==> config.mk <==
export PLATFORM = sky130hd
export DESIGN_NAME = decryptor_iterative
export DESIGN_NICKNAME = d
export VERILOG_FILES = /design/src/rtl/decryptor_iterative.sv
export SDC_FILE = /design/constraint.sdc
export NUM_CORES = 1
export LEC_CHECK = 0
export CAP_MARGIN = 30
export CORE_MARGIN = 5
export CORE_UTILIZATION = 58
export DETAILED_ROUTE_END_ITERATION = 6
export HOLD_SLACK_MARGIN = 0.08
export PLACE_DENSITY = 0.83
export SLEW_MARGIN = 20
export SYNTH_ARGS = -nofsm -noshare
export SYNTH_HDL_FRONTEND = slang
export SYNTH_SLANG_ARGS = --single-unit
==> constraint.sdc <==
create_clock -name clk -period 12.5 [get_ports clk]
set_input_delay 2.5 -clock clk [delete_from_list [all_inputs] [get_ports clk]]
set_output_delay 2.5 -clock clk [all_outputs]
set_load 0.05 [all_outputs]
==> src/rtl/decryptor_iterative.sv <==
// -----------------------------------------------------------------------------
// decryptor_iterative
//
// Iterative TEA block decryptor. One 64-bit ciphertext block is accepted with
// its 128-bit key, then one decryption round is applied per clock until ROUNDS
// rounds are done. The plaintext is held on data_out with out_valid high until
// the consumer takes it, after which the block returns to IDLE.
//
// Parameters
//   ROUNDS    number of TEA rounds per block (1..63)
//   DELTA     TEA round constant
//
// Ports
//   clk       system clock, rising-edge active
//   rst_n     asynchronous active-low reset
//   in_valid  ciphertext/key presented
//   in_ready  high in IDLE only; a block is taken on in_valid && in_ready
//   key       128-bit key; k[n] = key[32n+31:32n]
//   data_in   ciphertext; v0 = data_in[31:0], v1 = data_in[63:32]
//   out_valid high in DONE only; data_out holds the plaintext
//   out_ready consumer accepts data_out (only looked at in DONE)
//   data_out  plaintext; v0 = data_out[31:0], v1 = data_out[63:32]
//   busy      high while rounds are being computed (RUN)
// -----------------------------------------------------------------------------
module decryptor_iterative #(
    parameter int unsigned ROUNDS = 32,
    parameter logic [31:0] DELTA  = 32'h9E3779B9
) (
    input  logic         clk,
    input  logic         rst_n,
    input  logic         in_valid,
    output logic         in_ready,
    input  logic [127:0] key,
    input  logic [63:0]  data_in,
    output logic         out_valid,
    input  logic         out_ready,
    output logic [63:0]  data_out,
    output logic         busy
);

    localparam int CNT_W = 6;

    // Decryption walks the key schedule backwards, so the running sum starts
    // at the value the encryptor ended with: DELTA * ROUNDS, wrapped to 32 bits.
    localparam logic [31:0]      SUM_INIT   = DELTA * ROUNDS;
    localparam logic [CNT_W-1:0] LAST_ROUND = CNT_W'(ROUNDS - 1);

    typedef enum logic [1:0] {
        ST_IDLE = 2'd0,
        ST_RUN  = 2'd1,
        ST_DONE = 2'd2
    } state_e;

    state_e             state_q, state_d;
    logic [127:0]       key_q,   key_d;
    logic [31:0]        v0_q,    v0_d;
    logic [31:0]        v1_q,    v1_d;
    logic [31:0]        sum_q,   sum_d;
    logic [CNT_W-1:0]   cnt_q,   cnt_d;

    // -------------------------------------------------------------------------
    // Key words and single-round datapath
    // -------------------------------------------------------------------------
    logic [31:0] k_w [4];

    generate
        for (genvar gi = 0; gi < 4; gi++) begin : g_key_word
            assign k_w[gi] = key_q[32*gi +: 32];
        end
    endgenerate

    logic [31:0] v1_mix;
    logic [31:0] v1_rnd;
    logic [31:0] v0_mix;
    logic [31:0] v0_rnd;

    // v1 is undone first (it was updated last during encryption); the v0 step
    // then uses the freshly recovered v1 value, not the registered one.
    assign v1_mix = ((v0_q << 4) + k_w[2]) ^ (v0_q + sum_q) ^ ((v0_q >> 5) + k_w[3]);
    assign v1_rnd = v1_q - v1_mix;
    assign v0_mix = ((v1_rnd << 4) + k_w[0]) ^ (v1_rnd + sum_q) ^ ((v1_rnd >> 5) + k_w[1]);
    assign v0_rnd = v0_q - v0_mix;

    // -------------------------------------------------------------------------
    // State and datapath registers
    // -------------------------------------------------------------------------
    always_ff @(posedge clk or negedge rst_n) begin
        if (!rst_n) begin
            state_q <= ST_IDLE;
            key_q   <= '0;
            v0_q    <= '0;
            v1_q    <= '0;
            sum_q   <= '0;
            cnt_q   <= '0;
        end else begin
            state_q <= state_d;
            key_q   <= key_d;
            v0_q    <= v0_d;
            v1_q    <= v1_d;
            sum_q   <= sum_d;
            cnt_q   <= cnt_d;
        end
    end

    // -------------------------------------------------------------------------
    // Next-state and output logic
    // -------------------------------------------------------------------------
    always_comb begin
        state_d   = state_q;
        key_d     = key_q;
        v0_d      = v0_q;
        v1_d      = v1_q;
        sum_d     = sum_q;
        cnt_d     = cnt_q;
        in_ready  = 1'b0;
        out_valid = 1'b0;
        busy      = 1'b0;

        case (state_q)
            ST_IDLE: begin
                in_ready = 1'b1;
                if (in_valid) begin
                    key_d   = key;
                    v0_d    = data_in[31:0];
                    v1_d    = data_in[63:32];
                    sum_d   = SUM_INIT;
                    cnt_d   = '0;
                    state_d = ST_RUN;
                end
            end

            ST_RUN: begin
                busy  = 1'b1;
                v0_d  = v0_rnd;
                v1_d  = v1_rnd;
                sum_d = sum_q - DELTA;
                cnt_d = cnt_q + CNT_W'(1);
                // cnt_q counts rounds already finished, so the edge that sees
                // LAST_ROUND is the one completing the final round.
                if (cnt_q == LAST_ROUND) begin
                    state_d = ST_DONE;
                end
            end

            ST_DONE: begin
                out_valid = 1'b1;
                // Going back to IDLE (not straight to a new accept) leaves one
                // bubble cycle between consuming a result and taking a block.
                if (out_ready) begin
                    state_d = ST_IDLE;
                end
            end

            default: begin
                state_d = ST_IDLE;
            end
        endcase
    end

    assign data_out = {v1_q, v0_q};

endmodule

### Word level (Yosys, flattened, before mapping)

Cells that the tools add are included.

| word-level totals | value |
|---|---|
| register bits after elaboration | 232 |
| latch bits | 0 |
| memory bits (writable) | 0 |
| memory bits (read-only) | 0 |
| bits of input ports | 196 |
| output and inout port bits | 67 |
| memories kept | 0 |

| operators by class | value |
|---|---|
| add/subtract/negate cells | 10 |
| $mul | 0 |
| div/mod/pow operators | 0 |
| magnitude comparators | 0 |
| equal/unequal tests | 6 |
| shift operators | 0 |
| muxes and demuxes | 15 |
| bitwise gates (word level) | 4 |
| reduce and logical (&&, ||, !) cells | 5 |

Operator list:

| cell | number |
|---|---|
| case mux 32 bit (2 select lines) | 3 |
| adder 32 bit | 4 |
| XOR 32 bit | 4 |
| two-way mux 32 bit | 3 |
| adder 27 x 32 -> 32 bit | 2 |
| subtractor 32 bit | 2 |
| subtractor 32 bit (second input constant) | 1 |
| case mux 6 bit (2 select lines) | 1 |
| adder 6 x 1 -> 6 bit (second input constant) | 1 |
| equality test 6 x 5 -> 1 bit (second input constant) | 1 |
| two-way mux 2 bit | 3 |
| two-way mux 6 bit | 1 |
| != test 2 bit (second input constant) | 3 |
| case mux 2 bit (3 select lines) | 1 |
| AND reduction 2 bit | 2 |
| two-way mux 1 bit | 3 |
| AND reduction 3 bit | 1 |
| equality test 2 x 1 -> 1 bit (second input constant) | 1 |
| equality test 2 bit (second input constant) | 1 |
| logical NOT 2 bit | 1 |
| nonzero test 2 bit | 1 |

### Logic depth before layout (Yosys ltp)

| depth | value |
|---|---|
| depth after elaboration | 9 |
| gate-level depth with buffers | 45 |

### Worst setup path after synthesis

No wires, ideal clock.

| timing path | value |
|---|---|
| path type | reg2reg |
| from | register v0_q[0] |
| to | register v0_q[31] |
| setup time | 0.129 ns |
| arrival | 8.786 ns |
| data required time | 12.371 ns |
| setup slack | 3.585 ns |
| stages on the path, launching flop included | 40 |
| clock period less this slack | 8.915 ns |
| path through | dfrtp_1 > ha_1 > fa_1 > a21o_1 > a21oi_2 > o21bai_1 > o31a_1 > o41a_1 > a31o_2 > a31oi_1 > xnor2_1 > xnor2_1 > xnor2_1 > ha_1 > clkbuf_1 > nand2_1 > o41ai_1 > nor2_1 > [... 4 more ...] > a211oi_1 > o31ai_1 > a21o_1 > a21o_1 > xnor2_1 > xnor2_1 > ha_1 > a21o_1 > a2111o_1 > a2111oi_4 > o31ai_2 > a2111oi_2 > o31ai_1 > xor2_1 > xnor2_2 > xnor2_1 > xnor2_1 > o21ai_1 |

| on the way | value |
|---|---|
| cells in the longest elaborated chain, start to end | 9 |
| elaborated cells between the ends (all ways) | 12 |
| those cells by class | add/sub (7); mux (1); bitwise (4) |

Ends and longest elaborated chain:

| item | RTL line | RTL |
|---|---|---|
| start, declared | 56 | `logic [31:0] v0_q, v0_d;` |
| start signal, assigned | 98 | `v0_q <= v0_d;` |
| adder 32 bit | 79 | `assign v1_mix = ((v0_q << 4) + k_w[2]) ^ (v0_q + sum_q) ^ ((v0_q >> 5) + k_w[3]);` |
| XOR 32 bit (2 in a row) | 79 |  |
| subtractor 32 bit | 80 | `assign v1_rnd = v1_q - v1_mix;` |
| adder 32 bit | 81 | `assign v0_mix = ((v1_rnd << 4) + k_w[0]) ^ (v1_rnd + sum_q) ^ ((v1_rnd >> 5) + k_w[1]);` |
| XOR 32 bit (2 in a row) | 81 |  |
| subtractor 32 bit * | 82 | `assign v0_rnd = v0_q - v0_mix;` |
| case mux 32 bit (2 select lines) * | 119 | `case (state_q)` |

Mark *: on every way between the ends. The rest lies on a longest branch, timed or not.
A chain may end at the register's enable or synchronous reset.

### Final worst setup path

Same ends and word-level chain as after synthesis.

==> results.ini <==
[floorplanning]
die-area_um2=40350
die_x_um=200.9
fp.dieH_um=200.9
row_count=70
start_util_pct=58.28
num_io_pins=263
coreArea_um2=36260

[synth]
synth_fp_nets=2997
syn_area_per_cell_um2=8.287
ys_top_cells_by_area=dfrtp_1 (27%), ha_1 (14%), xnor2_1 (12%)
synth.most_common_cell=nand2_1
ys_seq_area_share_pct=27.47
netlist_top_cells_count=nand2_1 (548), xnor2_1 (294), ha_1 (243)
synth_edf_count=0
synthesis.area_um2=21130
synth-seq-cells=232
yosysWarningCount=0
synthFlopType=dfrtp_1
synthArstFlopShare_pct=100.0
synth.distinct_cells=85
yosys.area.top_type=dfrtp_1
synth_top_cell_area_share_pct=27.47
synthCells=2550

[critical_path]
cpMaxStageDelayCell=xnor2_1
cp_max_fo=6
worstPathRequired_ps=12940
crit_top_cell=xnor2_1
r2r-start=v0_q[0]
path_buf_inv=1
worst_setup_path_end_kind=flip-flop
critical-path-max-stage-delay_ps=680
crit_start=v0_q[0]
critPathLaunchType=flip-flop
worst_ep_arrival_time_ps=10550
cp_top_family=compound AO/OA/AOI/OAI gates
crit_type=flip-flop to flip-flop

[clock_network]
htreeDepth=1
clk_latency_ps=580
cts.hold.buffers_added=0
cts_tree=built
cts_setup_buffers=0
cts-root-buf=clkbuf_16
cts_resized=0
cts.sink_count=232
cts_made_buffers=26
clk_pin_slew_worst_paths_ps=60
max-clock-path-buffers=3

[global_route]
grt_pass1_vias=19440
overflow=0
grt_max_degree=86
grt_usage_pct=31.95
antenna_found_initial=0
grt_pass1_wl_um=105300

[placed_design]
post-place-ws_ps=2594
placed_area_um2=24190
gp_congestion=0.9533
portBuffers=262
dp_cells=3223
dp_hpwl_um=52600

[timing]
fin_ws_ps=2386
finalHoldViolCount=0
finalMaxSlewViolations=0
finClkSkew_ps=25.16
rsz0062_at_grt=no
worstMarginPinSlew_ps=972.2
relSlewSlack_pct=35.19
min_period_over_period_pct=80.91
max_freq_ghz=0.09888
fin_crit_ps=10110
fin_setup_tns_ps=0
setup_viol=0

[outcome]
outcome=completed

[drt]
drt_iter0_markers=1577
via_per_inst=6.113
vias=19980
drc=0
post_drt_wl_per_cell_um=20.62
wl_um=67380
first_pass_iters=5
drtAntennaViolNets=0

[layout]
insertedDiodeCount=0
nFillCells=2977
drive_above_1_share_pct=3.250
stdcell_count=3268
fin_nets=3232
postLayoutCellArea_um2=25080
area_growth_syn_to_layout_pct=18.68

[worst_hold_path]
min_from=key_q[12]
hp-class=flip-flop to flip-flop

[flow_run]
max_cap_viol_count=0

-- layer usage --
metal  wire length, µm  track usage (%)  vias to the layer above
li1                  -                -                     9479
met1             30270            46.75                     9552
met2             29470            49.65                      821
met3              5689            5.153                      125
met4              1958            8.063                        0
met5                 0                0                        -
-- sequential cells by signal, summed over array words and instances, names as in the netlist --
register,cells
v1_q,32
key_q,128
cnt_q,6
v0_q,32
state_q,2
sum_q,32
-- final timing paths --
check / endpoint / slack (ps) / depth (start not counted)
setup / recovery: v0_q[31] / 2390 / 40
hold / removal: key_q[12] / 480 / 2
setup reg to reg: v0_q[31] / 2390 / 40
hold reg to reg: key_q[12] / 480 / 2
max in group asynchronous: cnt_q[1] / 9350 / 3
min in group asynchronous: key_q[94] / 1920 / 1
-- worst min-delay path, cell delays in order (launching register included) --
cell     delay (ps)
dfrtp_1         340
nand2_1          50
nand2_1          60
-- layout by cell type, fill, tap and decap left out, types with 58 or more instances in the layout --
| cell | count |
|---|---|
| a21oi_1 | 180 |
| clkdlybuf4s50_1 | 261 |
| o21ai_0 | 119 |
| xnor2_1 | 294 |
| ha_1 | 243 |
| a21o_1 | 109 |
| nor2_1 | 104 |
| dfrtp_1 | 232 |
| nand2_1 | 547 |
| inv_1 | 58 |
-- cells by family after synthesis --
family          after synthesis  share of synthesized area, %
mux                           6                        0.2842
flops                       232                         27.47
fa+ha+maj                   251                         15.15
simple gates                890                         18.31
compound gates              693                         21.74
xor+xnor                    354                         14.84
buf+inv                     124                         2.203
-- layout make-up --
cell class / count / area (µm²) / share of cell area [%]
clock buffer: 34 / 730.7 / 2.914
multi-input combinational: 2194 / 14890 / 59.36
inverter: 59 / 221.5 / 0.8831
tap: 468 / 585.6 / 2.335
clock inverter: 9 / 112.6 / 0.4490
timing repair buffer: 272 / 2735 / 10.91
sequential: 232 / 5806 / 23.15
-- through the flow --
step                utilization, %  hold WS [ps]
floorplan                        -         449.7
global placement             66.69         464.5
detailed placement           66.71         467.1
CTS                          69.03         486.1
global route                 69.16         505.4
finish                       69.16         483.6
Power is left out: the tool's default activity adds up to more than one toggle a clock period on the data nets, which glitch-free logic cannot reach.
